### src/rtl/pipe_reg_elastic.sv
// -----------------------------------------------------------------------------
// pipe_reg_elastic
//   WIDTH-bit, DEPTH-stage elastic register pipeline with valid/ready on both
//   sides. Stalls ripple backwards through a combinational ready chain, so an
//   empty stage (bubble) keeps accepting data while the output is stalled and
//   the pipeline packs down to DEPTH resident words before in_ready drops.
//
// Ports
//   clk        rising-edge clock
//   resetn     asynchronous active-low reset (vld cleared, dat = RESET_VAL)
//   flush      synchronous clear of every valid bit (data registers hold)
//   in_valid   upstream data valid
//   in_ready   pipeline accepts in_data this cycle
//   in_data    upstream data
//   out_valid  valid bit of the last stage
//   out_ready  downstream accepts out_data
//   out_data   data register of the last stage
//   occupancy  registered count of valid stages, 0..DEPTH
// -----------------------------------------------------------------------------

// One register slice: a valid bit and a data word. The stage advances whenever
// its ready input is high; the data word only loads alongside a valid word so
// stale or undriven upstream data never enters the register.
module pipe_reg_elastic_stage #(
    parameter int               WIDTH     = 8,
    parameter logic [WIDTH-1:0] RESET_VAL = '0
) (
    input  logic             clk,
    input  logic             resetn,
    input  logic             flush,
    input  logic             up_vld,
    input  logic [WIDTH-1:0] up_dat,
    input  logic             rdy,
    output logic             vld,
    output logic [WIDTH-1:0] dat
);

    always_ff @(posedge clk or negedge resetn) begin
        if (!resetn) begin
            vld <= 1'b0;
            dat <= RESET_VAL;
        end else if (flush) begin
            // Contents are discarded; data keeps its value to avoid toggling.
            vld <= 1'b0;
        end else if (rdy) begin
            vld <= up_vld;
            if (up_vld) begin
                dat <= up_dat;
            end
        end
    end

endmodule

module pipe_reg_elastic #(
    parameter int               WIDTH     = 8,
    parameter int               DEPTH     = 4,
    parameter logic [WIDTH-1:0] RESET_VAL = '0
) (
    input  logic                       clk,
    input  logic                       resetn,
    input  logic                       flush,
    input  logic                       in_valid,
    output logic                       in_ready,
    input  logic [WIDTH-1:0]           in_data,
    output logic                       out_valid,
    input  logic                       out_ready,
    output logic [WIDTH-1:0]           out_data,
    output logic [$clog2(DEPTH+1)-1:0] occupancy
);

    localparam int CW = $clog2(DEPTH + 1);

    generate
        if (WIDTH < 1) begin : g_bad_width
            $error("pipe_reg_elastic: WIDTH must be >= 1");
        end
        if (DEPTH < 1) begin : g_bad_depth
            $error("pipe_reg_elastic: DEPTH must be >= 1");
        end
    endgenerate

    logic [DEPTH-1:0]            vld;
    logic [DEPTH-1:0][WIDTH-1:0] dat;
    // rdy[i]: stage i may take a new value this edge. rdy[DEPTH] is the sink.
    logic [DEPTH:0]              rdy;

    assign rdy[DEPTH] = out_ready;

    genvar i;
    generate
        for (i = 0; i < DEPTH; i++) begin : g_stage
            logic             up_vld;
            logic [WIDTH-1:0] up_dat;

            // An empty stage is always ready, which is what collapses bubbles
            // while the output is stalled.
            assign rdy[i] = ~vld[i] | rdy[i+1];

            if (i == 0) begin : g_head
                assign up_vld = in_valid;
                assign up_dat = in_data;
            end else begin : g_body
                assign up_vld = vld[i-1];
                assign up_dat = dat[i-1];
            end

            pipe_reg_elastic_stage #(
                .WIDTH     (WIDTH),
                .RESET_VAL (RESET_VAL)
            ) u_stage (
                .clk    (clk),
                .resetn (resetn),
                .flush  (flush),
                .up_vld (up_vld),
                .up_dat (up_dat),
                .rdy    (rdy[i]),
                .vld    (vld[i]),
                .dat    (dat[i])
            );
        end
    endgenerate

    assign in_ready  = rdy[0] & ~flush;
    assign out_valid = vld[DEPTH-1];
    assign out_data  = dat[DEPTH-1];

    // Occupancy tracks handshakes rather than popcounting vld, keeping it a
    // simple up/down counter; it agrees with the valid bits by construction.
    logic          in_xfer;
    logic          out_xfer;
    logic [CW-1:0] cnt;

    assign in_xfer  = in_valid & in_ready;
    assign out_xfer = out_valid & out_ready;

    always_ff @(posedge clk or negedge resetn) begin
        if (!resetn) begin
            cnt <= '0;
        end else if (flush) begin
            cnt <= '0;
        end else if (in_xfer && !out_xfer) begin
            cnt <= cnt + CW'(1);
        end else if (!in_xfer && out_xfer) begin
            cnt <= cnt - CW'(1);
        end
    end

    assign occupancy = cnt;

endmodule

### config.mk
export PLATFORM = sky130hd
export DESIGN_NAME = pipe_reg_elastic
export DESIGN_NICKNAME = d
export VERILOG_FILES = /design/src/rtl/pipe_reg_elastic.sv
export SDC_FILE = /design/constraint.sdc
export NUM_CORES = 1
export LEC_CHECK = 0
export ABC_AREA = 1
export ABC_CLOCK_PERIOD_IN_PS = 2040
export CORE_MARGIN = 8
export CORE_UTILIZATION = 35
export CTS_CLUSTER_SIZE = 20
export DETAILED_ROUTE_END_ITERATION = 8
export PLACE_DENSITY_LB_ADDON = 0.05
export SYNTH_ARGS = -nofsm -noshare
export SYNTH_HDL_FRONTEND = slang
export SYNTH_SLANG_ARGS = --single-unit
### constraint.sdc
create_clock -name clk -period 2.04 [get_ports clk]
set_input_delay 0.408 -clock clk [delete_from_list [all_inputs] [get_ports clk]]
set_output_delay 0.408 -clock clk [all_outputs]
set_load 0.02 [all_outputs]
==> impl_metrics.toml <==
[route]
vias = 1173
wire_per_inst_um = 11.50
first_pass_iters = 4
wirelength_mm = 2.967
drc_errors = 0
initialDrtViolationCount = 51
final_antenna_net_count = 0
vias_per_cell = 4.547

[layout]
final_area_um2 = 2136
final_cell_mix = "dfrtp_1 (39), inv_1 (23), nand2_1 (23), clkdlybuf4s50_1 (23), nor2_1 (16)"
syn_to_final_growth_pct = 27.39
final_nets = 217
layout_commonest_cell = "dfrtp_1"
n_antenna_cell = 0
drive_above_1_share_pct = 18.63
num-fill-cells = 444
stdcell_count = 258
post-route-util_pct = 45.83

[synthesis]
synth_cells = 165
ys_seq_elements = 39
ys_async_sr_fraction_pct = 100.0
syn_area_um2 = 1677
syn_avg_cell_area_um2 = 10.16
yosysUniqueCellTypes = 24
ys_seq_area_share_pct = 58.21
yosysWarnings = 0
synth_top_area_cell = "dfrtp_1"
synth_edf_count = 0
synth_nets = 179
ys_top_cells_by_area = "dfrtp_1 (58%), inv_1 (5.1%), nand2_1 (5.1%), a21oi_1 (4.5%), nor2_1 (3.6%)"
synth_top_cell_area_share_pct = 58.21
synth_flop_cell = "dfrtp_1"

[floorplanning]
placementRows = 25
start_util_pct = 35.97
die-area_um2 = 7261
die_height_um = 85.21
die_w_um = 85.21
ios = 26
core_um2 = 4661

[sta]
min_period_over_period_pct = 97.29
post-route-min-period_ps = 1985
maxSlewViolCount = 0
hold-worst-slack_ps = 65.86
worstMarginPinSlew_ps = 465.9
setup_viol = 0
max_freq_mhz = 503.9
clock_skew_ps = 3.942
slew_headroom_pct = 68.94
fin_tns_setup_ps = 0
rsz0062_at_grt = "false"
fin_ws_ps = 55.30
hold_viol = 0

[power]
peakVddDrop_v = 0.0003357
leakage_nw = 1.031
p_per_area_nw_per_um2 = 915.7
power.total_mw = 1.956

[global_routing]
grt-ovfl-total = 0
grt_pass1_vias = 1184
grt_max_degree = 21
track_usage_pct = 9.133
grt_pass1_wl_mm = 5.333
antenna_found_initial = 0

[placement]
dpl_cell_area_um2 = 2044
hpwl_mm = 2.282
dp.cells = 250
portBuffers = 25
place_ws_ps = -240.1
gp_congestion = 0.7907

[worst_setup_path]
worst-r2r-cell-count = 11
critPathLaunch = "out_ready"
worstSetupPathType = "input port to output pin"
end_kind = "output pin"
cp_data_required_time_ps = 1630
cp_max_fo = 2
start_kind = "input port"
rr_endpoint = "occupancy[2]$_DFFE_PN0P_"
r2r_start = "g_stage[3].u_stage.vld$_DFFE_PN0P_"
r2r_setup_slack_ps = 310
worst_ep_arrival_time_ps = 1580

[outcome]
status = "completed"

[clock_tree]
cts_root_buf = "clkbuf_8"
cts.sinks = 39
htreeDepth = 2
cts_buffer_depth = 2
clkTransAtPathRegs_ps = 70
worstSkewPairLatency_ps = 290
cts_tree = "done"
cts_buffers = 5

[run]
cap_violations = 0

[min_path]
hold_class = "input port to asynchronous set/reset pin"
-- cells in the mapped netlist (2+ instances only) --
| library cell | instances |
|---|---|
| nand3_2 | 3 |
| buf_6 | 4 |
| a21oi_2 | 2 |
| a21oi_1 | 15 |
| nand2_2 | 2 |
| inv_2 | 2 |
| nand4_1 | 2 |
| nand3_1 | 3 |
| dfrtp_1 | 39 |
| o21ai_0 | 10 |
| inv_1 | 23 |
| nor2_1 | 16 |
| nor2_4 | 3 |
| nand2_1 | 23 |
| nand3_4 | 2 |
| o21ai_1 | 8 |
-- worst max-delay path: stages --
cell and delay [ps]:
clkdlybuf4s50_1 460, nor2_4 170, inv_2 60, nor2_4 80
a31oi_1 70, dlygate4sd2_1 330
-- kinds of logic (layout without fill, tap and decap cells) --
group | count (synthesis) | count (layout) | synth area share (%)
adder cells (fa/ha/maj) | 1 | 1 | 1.194
AND/OR/NAND/NOR | 56 | 56 | 18.95
multiplexers | 1 | 1 | 0.6716
flip-flops | 39 | 39 | 58.21
AO/OA/AOI/OAI | 37 | 37 | 11.79
buffers and inverters | 30 | 69 | 8.657
XOR/XNOR | 1 | 1 | 0.5225
-- power by group --
group	total [mW]	switching [mW]	internal [mW]
sequential	0.985	0.0646	0.921
combinational	0.467	0.245	0.221
clock	0.504	0.265	0.239
total	1.96	0.575	1.38
-- cell type report --
type / count / area (um^2) / share of cell area [%]
sequential: 39 / 975.9 / 45.69
clock buffer: 6 / 72.57 / 3.398
timing repair buffer: 35 / 344.1 / 16.11
multi-input combinational: 96 / 563.0 / 26.36
tap: 54 / 67.56 / 3.163
clock inverter: 2 / 12.51 / 0.5858
inverter: 26 / 100.1 / 4.687
-- how the worst max path moves through the flow --
stage               slack [ps]                  endpoint  cells past startpoint
floorplan                  170  occupancy[2]$_DFFE_PN0P_                     12
global placement          -210                  in_ready                      6
detailed placement        -240                  in_ready                      6
CTS                         40                  in_ready                      6
global route                 4  occupancy[2]$_DFFE_PN0P_                     11
finish                      60                  in_ready                      6
-- per-layer routing --
metal  up-vias  GRT usage (%)  share of wire (%)
li1        604              -                  -
met1       543          10.92                 49
met2        21          13.92                 43
met3         5          4.247                6.1
met4         0          3.398                1.6
met5         -              0                  0
-- registers in the layout, indices dropped and copies added, names as in the netlist --
signal	count
occupancy	3
g_stage.u_stage.vld	4
g_stage.u_stage.dat	32
-- repair_timing --
item,CTS,global route
setup buffers,0,0
gates resized for setup,1,1
hold buffers,0,0
endpoints found under the setup margin,1,1
pin swaps,0,0
(Power assumes the default switching activity.)
